<file path="src/rtl/memory_arbiter.sv">
// Round-robin arbiter sharing one memory port between the CPU and the IOP.
// Each winning request is latched, optionally stretched by WAIT_STATES cycles and acknowledged for one cycle.
module memory_arbiter #(
    parameter int unsigned WAIT_STATES = 0
) (
    input  logic         clock,
    input  logic         reset,
    input  logic         cpu_req,
    input  logic         cpu_write,
    input  logic [15:31] cpu_address,
    input  logic [0:31]  cpu_data_in,
    output logic         cpu_ack,
    output logic [0:31]  cpu_data_out,
    input  logic         iop_req,
    input  logic         iop_write,
    input  logic [15:31] iop_address,
    input  logic [0:31]  iop_data_in,
    output logic         iop_ack,
    output logic [0:31]  iop_data_out,
    output logic [15:31] mem_address,
    output logic         mem_write_en,
    output logic [0:31]  mem_data_out,
    input  logic [0:31]  mem_data_in,
    output logic         owner
);

    localparam int unsigned CNT_W = 4;
    localparam logic [CNT_W-1:0] WAIT_INIT = CNT_W'(WAIT_STATES);
    localparam logic PORT_CPU = 1'b0;
    localparam logic PORT_IOP = 1'b1;

    typedef enum logic {IDLE, ACCESS} state_t;

    state_t             state_q, state_d;
    logic [CNT_W-1:0]   cnt_q, cnt_d;
    logic               last_q, last_d;
    logic               owner_q, owner_d;
    logic               wr_q, wr_d;
    logic [15:31]       mem_address_q, mem_address_d;
    logic [0:31]        mem_data_q, mem_data_d;
    logic               cpu_ack_q, cpu_ack_d;
    logic               iop_ack_q, iop_ack_d;
    logic [0:31]        cpu_data_q, cpu_data_d;
    logic [0:31]        iop_data_q, iop_data_d;

    logic cpu_elig, iop_elig, grant, grant_port;

    // A port whose ack is high is being served and does not compete.
    assign cpu_elig = cpu_req & ~cpu_ack_q;
    assign iop_elig = iop_req & ~iop_ack_q;

    always_comb begin
        state_d       = state_q;
        cnt_d         = cnt_q;
        last_d        = last_q;
        owner_d       = owner_q;
        wr_d          = wr_q;
        mem_address_d = mem_address_q;
        mem_data_d    = mem_data_q;
        cpu_ack_d     = 1'b0;
        iop_ack_d     = 1'b0;
        cpu_data_d    = cpu_data_q;
        iop_data_d    = iop_data_q;
        grant         = 1'b0;
        grant_port    = owner_q;

        case (state_q)
            IDLE: begin
                if (cpu_elig || iop_elig) begin
                    grant      = 1'b1;
                    grant_port = (cpu_elig && iop_elig) ? ~last_q : iop_elig;
                end
            end
            ACCESS: begin
                if (cnt_q != '0) begin
                    cnt_d = cnt_q - CNT_W'(1);
                end else begin
                    // Completion edge: return data, pulse ack, hand over to the other port if it waits.
                    if (owner_q == PORT_IOP) begin
                        iop_ack_d = 1'b1;
                        if (!wr_q) iop_data_d = mem_data_in;
                    end else begin
                        cpu_ack_d = 1'b1;
                        if (!wr_q) cpu_data_d = mem_data_in;
                    end
                    last_d  = owner_q;
                    state_d = IDLE;
                    if ((owner_q == PORT_IOP) ? cpu_elig : iop_elig) begin
                        grant      = 1'b1;
                        grant_port = ~owner_q;
                    end
                end
            end
            default: state_d = IDLE;
        endcase

        if (grant) begin
            state_d       = ACCESS;
            owner_d       = grant_port;
            cnt_d         = WAIT_INIT;
            wr_d          = grant_port ? iop_write   : cpu_write;
            mem_address_d = grant_port ? iop_address : cpu_address;
            mem_data_d    = grant_port ? iop_data_in : cpu_data_in;
        end
    end

    always_ff @(posedge clock or negedge reset) begin
        if (!reset) begin
            state_q       <= IDLE;
            cnt_q         <= '0;
            last_q        <= PORT_IOP;
            owner_q       <= PORT_CPU;
            wr_q          <= 1'b0;
            mem_address_q <= '0;
            mem_data_q    <= '0;
            cpu_ack_q     <= 1'b0;
            iop_ack_q     <= 1'b0;
            cpu_data_q    <= '0;
            iop_data_q    <= '0;
        end else begin
            state_q       <= state_d;
            cnt_q         <= cnt_d;
            last_q        <= last_d;
            owner_q       <= owner_d;
            wr_q          <= wr_d;
            mem_address_q <= mem_address_d;
            mem_data_q    <= mem_data_d;
            cpu_ack_q     <= cpu_ack_d;
            iop_ack_q     <= iop_ack_d;
            cpu_data_q    <= cpu_data_d;
            iop_data_q    <= iop_data_d;
        end
    end

    // Decoded from flops only, so it drops as soon as reset clears the state.
    assign mem_write_en = (state_q == ACCESS) && (cnt_q == '0) && wr_q;

    assign cpu_ack      = cpu_ack_q;
    assign iop_ack      = iop_ack_q;
    assign cpu_data_out = cpu_data_q;
    assign iop_data_out = iop_data_q;
    assign mem_address  = mem_address_q;
    assign mem_data_out = mem_data_q;
    assign owner        = owner_q;

endmodule

</file>
<file path="config.mk">
export PLATFORM = sky130hd
export DESIGN_NAME = memory_arbiter
export DESIGN_NICKNAME = d
export VERILOG_FILES = /design/src/rtl/memory_arbiter.sv
export SDC_FILE = /design/constraint.sdc
export NUM_CORES = 1
export LEC_CHECK = 0
export BUFFER_PORTS_ARGS = -buffer_cell sky130_fd_sc_hd__buf_2
export CORE_MARGIN = 2
export CORE_UTILIZATION = 45
export CTS_BUF_LIST = sky130_fd_sc_hd__clkbuf_4 sky130_fd_sc_hd__clkbuf_8
export CTS_CLUSTER_DIAMETER = 80
export DETAILED_ROUTE_END_ITERATION = 7
export PLACE_DENSITY = 0.78
export SLEW_MARGIN = 20
export SYNTH_ARGS = -nofsm -noshare
export SYNTH_HDL_FRONTEND = slang
export SYNTH_SLANG_ARGS = --single-unit
</file>
<file path="constraint.sdc">
create_clock -name clock -period 2.3 [get_ports clock]
set_input_delay 0.46 -clock clock [delete_from_list [all_inputs] [get_ports clock]]
set_output_delay 0.46 -clock clock [all_outputs]
set_load 0.02 [all_outputs]
</file>
==> flow_summary.json, run 1 <==
{
  "first_pass_iters": 7,
  "grtUsageMet2_pct": 38.04,
  "viasPerCell": 5.552,
  "final.setup.tns_ns": 0,
  "grt_use_met3_pct": 6.642,
  "fin_skew_ns": 0.006297,
  "p_total_mw": 12.31,
  "grt_pass1_vias": 4903,
  "wl_per_cell_um": 16.70,
  "post-route-util_pct": 63.57,
  "die_w_um": 113.2,
  "area_delta_synth_final_pct": 36.55,
  "period_minus_slack_ns": 2.166,
  "critPathCaptureType": "primary output",
  "wl_mm": 14.65,
  "cp-start-kind": "register",
  "cts_buffers": 17,
  "synth_adder_area_share_pct": 0.2334,
  "avgSynthCellArea_um2": 11.33,
  "critPathKind": "reg -> out",
  "core_area_um2": 11520,
  "start_util_pct": 46.56,
  "setup_viol": 0,
  "violations": "design-rule violations",
  "leakage_nw": 3.435,
  "via_count": 4869,
  "synthesis.area_um2": 5361,
  "cp.required_ns": 1.84,
  "worstMarginPinSlew_ns": 0.9608,
  "fp.dieArea_um2": 12800,
  "antenna_left": 0,
  "syn-instance-count": 473,
  "worstPathArrival_ns": 1.71,
  "grt_overflow_total": 0,
  "dp.cells": 844,
  "rsz0062_at_grt": "no",
  "status": "complete, but fails checks",
  "grt_max_degree": 57,
  "timing.slew.headroom_pct": 35.95,
  "synth_cell_types": 35,
  "synth_mux_area_share_pct": 13.44,
  "portBuffers": 252,
  "path_clk_slew_ns": 0.07,
  "cap_viol_max_count": 0,
  "hpwl_mm": 10.28,
  "drive_above_1_share_pct": 50.95,
  "finalHoldViolCount": 0,
  "rows": 39,
  "timing.final.crit_share_pct": 94.17,
  "syn_nets": 610,
  "power_density_nw_per_um2": 1682,
  "grt_usage_pct": 23.06,
  "ios": 253,
  "fmax_mhz": 461.7,
  "insertion_delay_ns": 0.42,
  "setup_ws_ns": 0.1340,
  "dp_slack_ns": 0.08233,
  "final_cells": 877,
  "clock_path_buffers": 2,
  "synthXorXnorAreaFrac_pct": 0.3267,
  "synth.yosys.warnings": 0,
  "synth_top_family_by_area": "multiplexers",
  "crit_fanout": 4,
  "gp_congestion": 0.7961,
  "min_path_type": "in -> reg",
  "drc": 18,
  "ys_seq_elements": 123,
  "dr.first_iter.drc_count": 452,
  "gr-usage-met1_pct": 28.18,
  "synth-compound-area-share_pct": 11.74,
  "diodes": 0,
  "clock_sinks": 123,
  "grt_pass1_wl_mm": 23.45,
  "cts_tree": "built",
  "yosys.area_share.simple_pct": 12.63,
  "antenna_found_initial": 0,
  "htree_levels": 4,
  "final_nets": 858,
  "top_usage_layer": "met2",
  "drv_slew": 0,
  "synth-seq-area-share_pct": 57.43,
  "die_h_um": 113.2,
  "cts_root_buf": "clkbuf_8",
  "peakVddDrop_mv": 0.8696
}
final timing paths:
path	cells after the start	to	from	slack (ns)
min in group asynchronous	2	cpu_data_out[11]	reset	0.58
worst max-delay path	6	mem_write_en	cnt_q[1]	0.13
worst max register to register	4	mem_address[30]	iop_ack	0.14
max in group asynchronous	3	cpu_data_out[16]	reset	1.08
worst min register to register	2	last_q	last_q	0.46
worst min-delay path	2	iop_data_out[12]	mem_data_in[12]	0.27
metrics by stage:
step	cell area, µm²	hold slack, ns
finish	7321	0.2690
global route	7321	0.2521
CTS	7300	0.2393
detailed placement	6847	0.4512
global placement	6847	0.4475
floorplan	5361	0.1644
sequential cells by signal, summed over array words and instances, names as in the netlist:
signal and count:
cnt_q 4, cpu_ack 1, cpu_data_out 32, iop_ack 1, iop_data_out 32, last_q 1, mem_address 17, mem_data_out 32
owner 1, state_q 1, wr_q 1
per-layer routing:
metal / share of wire (%) / wire length, µm / up-vias
met2: 50 / 7289 / 251
met5: 0 / 0 / -
met3: 9.2 / 1352 / 27
met1: 39 / 5646 / 2345
li1: - / - / 2246
met4: 2.5 / 359 / 0
Yosys cell counts (all sizes together):
master   number  area (µm²)
dfrtp       122        3053
mux2         64       720.7
nand3        53       265.3
nor3         52       265.3
o21ai        51       255.2
a31oi        50       312.8
clkbuf       25       93.84
buf          19       120.1
nand2         4       15.01
nand2b        4       25.02
nor2          4       15.01
inv           3       11.26
a21oi         2       13.76
nor3b         2       20.02
o22ai         2       12.51
or2           2       12.51
or3b          2       17.52
xor2          2       17.52
and3          1       6.260
dfstp         1       26.28
ha            1       12.51
nand3b        1       7.510
nand4bb       1       11.26
nor2b         1       6.260
o22a          1       8.760
o32a          1       10.01
o32ai         1       16.27
or4b          1       10.01
kinds of logic (layout without fill, tap and decap cells):
kind of cell               count (synthesis)  count (layout)
muxes                                     64              64
AOI/OAI and AO/OA                        108             108
buffers and inverters                     47             308
and+or+nand+nor                          128             128
adders and majority gates                  1               1
xor gates and xnor gates                   2               2
DFF                                      123             123
where the power goes:
| group | leakage [nW] | switching (mW) | internal, mW |
|---|---|---|---|
| registers | 1.43 | 0.620 | 3.29 |
| clock network | 0.231 | 0.827 | 1.26 |
| logic | 1.77 | 3.87 | 2.44 |
| total | 3.43 | 5.31 | 7.00 |
cell type report:
type | instances | area, µm²
flip-flops and latches | 123 | 3079
clock buffers | 21 | 276.5
fillers | 910 | 4195
repair buffers | 273 | 1489
clock inverters | 11 | 166.4
multi-input cells | 303 | 2120
well taps | 143 | 178.9
inverters | 3 | 11.26
critical path, stage by stage, from the launching register on:
cell and delay, ns:
dfrtp_1 0.39, inv_1 0.11, ha_4 0.16, nor3b_4 0.19, buf_4 0.15, and3_1 0.15
buf_4 0.14
what timing repair did:
action                     4_1_cts  5_1_grt
hold buffers                     1        0
setup buffers                    0        0
hold endpoints to repair         8        0
setup endpoints to repair        0       22
gates resized for setup          0        5
layout by cell type, fill, tap and decap left out, types with 2 or more instances in the layout:
| cell type | Yosys | layout |
|---|---|---|
| mux2_1 | 5 | 5 |
| nand2_1 | 4 | 4 |
| a21oi_4 | 0 | 2 |
| clkbuf_4 | 0 | 2 |
| inv_1 | 3 | 2 |
| clkinv_4 | 0 | 2 |
| a31oi_1 | 50 | 50 |
| o21ai_0 | 51 | 51 |
| dfrtp_1 | 122 | 122 |
| nor2_1 | 4 | 4 |
| buf_4 | 5 | 17 |
| nor3_1 | 51 | 51 |
| nand3_1 | 53 | 53 |
| or3b_1 | 2 | 2 |
| clkbuf_8 | 0 | 19 |
| buf_2 | 6 | 250 |
| buf_12 | 0 | 5 |
| mux2_2 | 59 | 59 |
| clkinv_2 | 0 | 4 |
| bufinv_16 | 0 | 4 |
| nand2b_1 | 4 | 4 |
| xor2_1 | 2 | 2 |
No activity file was read; power rests on OpenSTA's default activity.
==> run 2: changes to the inputs <==
--- a/config.mk
+++ b/config.mk
@@ -8,7 +8,7 @@
 export BUFFER_PORTS_ARGS = -buffer_cell sky130_fd_sc_hd__buf_2
 export CORE_MARGIN = 2
 export CORE_UTILIZATION = 45
-export CTS_BUF_LIST = sky130_fd_sc_hd__clkbuf_4 sky130_fd_sc_hd__clkbuf_8
+export CTS_BUF_LIST = sky130_fd_sc_hd__clkbuf_8
 export CTS_CLUSTER_DIAMETER = 80
 export DETAILED_ROUTE_END_ITERATION = 7
 export PLACE_DENSITY = 0.78
==> run 2 against run 1 <==
The flow still finishes with violations (design-rule violations). Maximum frequency is 0.16% lower. Count of clock-buffer cells in the layout is 2 lower. Worst setup slack worse by 0.0034 ns. Via count is 0.78% higher. Clock power hardly changed. Combinational power hardly changed. Global-route usage stayed put. Non-clock buffer count stayed put. Die area stayed put. First-iteration DRC count is 2.4% lower. Sequential share of layout area hardly changed. Critical path type unchanged. Largest cell class unchanged. Highest routed layer unchanged.
==> flow_summary.json, run 2 (synthesis gave the netlist of run 1 again) <==
{
  "status": "complete, but fails checks",
  "violations": "design-rule violations",
  "cts_buffers": 17,
  "design_area_um2": 7313,
  "power_density_nw_per_um2": 1680,
  "grt_pass1_vias": 4905,
  "hpwl_mm": 10.28,
  "critPathKind": "reg -> out",
  "crit_fanout": 4,
  "drive_above_1_share_pct": 50.68,
  "first_pass_iters": 7,
  "fin_skew_ns": 0.006455,
  "rows": 39,
  "grt_pass1_wl_mm": 23.45,
  "cap_viol_max_count": 0,
  "worstMarginPinSlew_ns": 0.9689,
  "final_common_cell": "buf_2",
  "final_nets": 858,
  "ios": 253,
  "period_minus_slack_ns": 2.169,
  "grt_overflow_total": 0,
  "place_area_um2": 6847,
  "fmax_mhz": 461.0,
  "final_cell_mix": "250 x buf_2, 122 x dfrtp_1, 59 x mux2_2, 53 x nand3_1",
  "hp-start": "mem_data_in[12]",
  "gp_congestion": 0.7961,
  "min_path_type": "in -> reg",
  "portBuffers": 252,
  "area_delta_synth_final_pct": 36.41,
  "grt_max_degree": 57,
  "dr.first_iter.drc_count": 441,
  "leakage_nw": 3.436,
  "timing.final.crit_share_pct": 94.32,
  "p_total_mw": 12.28,
  "setup_viol": 0,
  "fp.dieArea_um2": 12800,
  "cts_tree": "built",
  "dp.cells": 844,
  "timing.slew.headroom_pct": 35.41,
  "post_cts_buffers": 0,
  "die_h_um": 113.2,
  "worstPathArrival_ns": 1.71,
  "insertion_delay_ns": 0.42,
  "core_area_um2": 11520,
  "cp.required_ns": 1.84,
  "path_clk_slew_ns": 0.07,
  "worstReg2RegStart": "iop_ack",
  "via_count": 4907,
  "final_cells": 877,
  "htree_levels": 4,
  "cp-start-kind": "register",
  "dp_slack_ns": 0.08233,
  "setup_ws_ns": 0.1306,
  "finalHoldViolCount": 0,
  "diodes": 0,
  "critPathLaunch": "cnt_q[1]",
  "rsz0062_at_grt": "no",
  "peakVddDrop_mv": 0.8701,
  "die_w_um": 113.2,
  "cts_root_buf": "clkbuf_8",
  "antenna_left": 0,
  "clock_sinks": 123,
  "wl_per_cell_um": 16.68,
  "clock_path_buffers": 2,
  "antenna_found_initial": 0,
  "viasPerCell": 5.595,
  "wl_mm": 14.63,
  "grt_usage_pct": 23.06,
  "drc": 18,
  "critPathCaptureType": "primary output",
  "final.setup.tns_ns": 0,
  "start_util_pct": 46.56,
  "drv_slew": 0
}
[run 2: cell types whose count changed in the layout (fill, tap and decap cells not counted), sizes merged]
| cell | previous run | this run |
|---|---|---|
| inv | 4 | 6 |
| clkbuf | 21 | 19 |
[run 2: report_power, final]
group	switching, mW	leakage (nW)	internal [mW]
registers	0.618	1.43	3.29
clock network	0.830	0.232	1.23
logic	3.87	1.77	2.44
total	5.32	3.44	6.97
[run 2: critical path, cell delays in order, from the launching register on]
cell,delay [ns]
dfrtp_1,0.39
inv_1,0.11
ha_4,0.16
nor3b_4,0.19
buf_4,0.15
and3_1,0.15
buf_4,0.14
[run 2: area by class of cell]
cell class / instances / area, µm²
Clock buffer: 19 / 261.5
Clock inverter: 13 / 173.9
Fill cell: 911 / 4203
Inverter: 3 / 11.26
Multi-Input combinational cell: 303 / 2120
Sequential cell: 123 / 3079
Tap cell: 143 / 178.9
Timing Repair Buffer: 273 / 1489
[run 2: final timing paths]
check                                         to  slack (ns)  depth (start not counted)
worst max-delay path                mem_write_en        0.13                          6
worst min-delay path            iop_data_out[12]        0.27                          2
worst max register to register   mem_address[30]        0.14                          4
worst min register to register            last_q        0.47                          2
max in group asynchronous       cpu_data_out[16]        1.08                          3
min in group asynchronous       cpu_data_out[11]        0.58                          2
[run 2: metal layers]
layer | global-route usage, % | share of wire, % | routed length [µm]
met1 | 28.18 | 38 | 5605
met4 | 10.41 | 2.5 | 359
met2 | 38.04 | 50 | 7305
met3 | 6.642 | 9.3 | 1354
met5 | 0 | 0 | 0
[run 2: what timing repair did]
item,CTS,global route
gates resized for setup,0,5
endpoints found under the setup margin,0,22
endpoints found under the hold margin,8,0
hold buffers,1,0
[run 2: per-stage QoR]
stage / hold WS (ns) / util [%]
finish: 0.2696 / 63.51
global route: 0.2517 / 63.51
CTS: 0.2405 / 63.32
detailed placement: 0.4512 / 59.45
global placement: 0.4475 / 59.45
floorplan: 0.1644 / -
==> run 3: changes to the inputs <==
--- a/config.mk
+++ b/config.mk
@@ -12,6 +12,7 @@
 export CTS_CLUSTER_DIAMETER = 80
 export DETAILED_ROUTE_END_ITERATION = 7
 export PLACE_DENSITY = 0.78
+export REMOVE_ABC_BUFFERS = 1
 export SLEW_MARGIN = 20
 export SYNTH_ARGS = -nofsm -noshare
 export SYNTH_HDL_FRONTEND = slang
==> run 3 against run 2 <==
The flow still finishes with violations (design-rule violations). Register-to-register slack better by 0.08 ns. Critical endpoint unchanged. Hold slack gained 0.0027 ns. Clock skew grew 0.0088 ns. Non-clock buffer count down 6. Core utilization decreased by 0.076 points. Wire length rose by 4.4%. First-iteration DRC count is 4.5% lower. Count of clock-buffer cells in the layout decreased by 2. Sequential share of layout area is 0.050 points higher. Critical path type unchanged.
==> flow_summary.json, run 3 (synthesis gave the netlist of run 1 again) <==
{
  "status": "complete, but fails checks",
  "violations": "design-rule violations",
  "clkPwrFrac_pct": 17.3,
  "finalHoldViolCount": 0,
  "grt_pass1_wl_mm": 24.53,
  "period_minus_slack_ns": 2.192,
  "drc": 20,
  "diodes": 0,
  "peakVddDrop_mv": 0.7485,
  "worstPathArrival_ns": 1.73,
  "critPathMaxStageDelay_ns": 0.40,
  "drive_above_1_share_pct": 50.41,
  "fmax_mhz": 456.3,
  "start_util_pct": 46.56,
  "cts_root_buf": "clkbuf_8",
  "portBuffers": 252,
  "hpwl_mm": 10.78,
  "timing.slew.headroom_pct": 69.44,
  "post-route-util_pct": 63.43,
  "wl_per_cell_um": 17.52,
  "gp_congestion": 0.8164,
  "ios": 253,
  "die_h_um": 113.2,
  "power_density_nw_per_um2": 1698,
  "p_seq_share_pct": 31.7,
  "reg2reg_depth": 7,
  "path_cells": "inv_1 -> ha_1 -> nor3b_4 -> and3_1 -> buf_2",
  "grt_overflow_total": 0,
  "post_cts_buffers": 0,
  "num-fill-cells": 896,
  "cap_viol_max_count": 0,
  "fin_skew_ns": 0.01522,
  "area_delta_synth_final_pct": 36.24,
  "clock_path_buffers": 2,
  "path_clk_slew_ns": 0.08,
  "crit_buf_inv": 2,
  "cts_tree": "built",
  "dr.first_iter.drc_count": 421,
  "grt_usage_pct": 24.05,
  "drv_slew": 0,
  "cts_buffers": 17,
  "insertion_delay_ns": 0.42,
  "dp_slack_ns": 0.2183,
  "setup_viol": 0,
  "die_w_um": 113.2,
  "timing.final.crit_share_pct": 95.29,
  "via_count": 4960,
  "antenna_found_initial": 0,
  "htree_levels": 4,
  "netSwitchingPower_mw": 5.476,
  "antenna_left": 0,
  "critPathCaptureType": "primary output",
  "fp.dieArea_um2": 12800,
  "first_pass_iters": 7,
  "final_common_cell": "buf_2",
  "comb_power_share_pct": 51.0,
  "cp-start-kind": "register",
  "final_nets": 852,
  "slowest_stage": "dfrtp_1",
  "grt_pass1_vias": 4804,
  "core_area_um2": 11520,
  "final_cell_mix": "251 x buf_2, 122 x dfrtp_1, 59 x mux2_2, 53 x nand3_1",
  "worstMarginPinSlew_ns": 0.4583,
  "path_delay_family": "simple AND/OR/NAND/NOR gates",
  "min_path_type": "in -> reg",
  "setup_ws_ns": 0.1084,
  "viasPerCell": 5.695,
  "cp.required_ns": 1.84,
  "p_int_mw": 6.927,
  "min_path_cells": 2,
  "grt_max_degree": 71,
  "clock_sinks": 123,
  "crit_fanout": 4,
  "rows": 39,
  "critPathKind": "reg -> out",
  "wl_mm": 15.26,
  "leakage_nw": 3.416,
  "worst-path-stages": 5,
  "switching_share_pct": 44.15
}
==> run 3: changes by cell type in the layout (fill, tap and decap cells not counted), moves of 2 or more <==
cell      previous run  this run
buf_4               17         7
clkbuf_8            19        17
clkinv_4             2         5
clkinv_2             4         2
buf_12               5         8
inv_8                0         2
==> run 3: final timing paths <==
path	from	slack (ns)	endpoint
max in group asynchronous	reset	1.27	last_q
min in group asynchronous	reset	0.43	mem_data_out[7]
min reg2reg	last_q	0.47	last_q
min	mem_data_in[27]	0.27	iop_data_out[27]
max	cnt_q[0]	0.11	mem_write_en
max reg2reg	cnt_q[0]	0.22	iop_data_out[12]
==> run 3: layer usage <==
| layer | routed length, µm | track usage, % | part of all wire (%) | up-vias |
|---|---|---|---|---|
| met4 | 288 | 9.512 | 1.9 | 0 |
| li1 | - | - | - | 2232 |
| met1 | 6128 | 31.25 | 40 | 2380 |
| met5 | 0 | 0 | 0 | - |
| met3 | 1385 | 5.249 | 9.1 | 31 |
| met2 | 7460 | 39.44 | 49 | 317 |
==> run 3: power by group through the flow <==
| stage | clock, mW | combinational (mW) | sequential [mW] |
|---|---|---|---|
| global route | 2.29 | 6.83 | 4.06 |
| detailed placement | 0 | 6.35 | 3.97 |
| global placement | 0 | 6.17 | 3.89 |
| finish | 2.15 | 6.32 | 3.93 |
| CTS | 2.19 | 6.35 | 3.93 |
| floorplan | 0 | 2.63 | 5.16 |
==> run 3: per-stage QoR <==
stage / std cells / cell area, µm² / hold slack, ns / total power [mW] / TNS, ns
after CTS: 871 / 7298 / 0.2370 / 12.47 / 0
after detailed placement: 838 / 6840 / 0.2805 / 10.31 / 0
final: 871 / 7305 / 0.2722 / 12.40 / 0
after global placement: 838 / 6840 / 0.2722 / 10.06 / 0
after global routing: 871 / 7305 / 0.2470 / 13.18 / -0.008870
after floorplan: 429 / 5147 / 0.1644 / 7.789 / -100.65
==> run 3: final cells by class <==
type	count	area (µm²)	area share, %
Tap cell	143	178.9	2.449
Clock buffer	17	234.0	3.203
Multi-Input combinational cell	303	2108	28.86
Timing Repair Buffer	267	1479	20.25
Sequential cell	123	3079	42.15
Clock inverter	15	214.0	2.929
Inverter	3	11.26	0.1542
==> run 3: repair_timing <==
item                                    CTS  global route
endpoints found under the hold margin     2             0
hold buffers                              1             0
resized for setup                         0             1
endpoints found under the setup margin    0             1
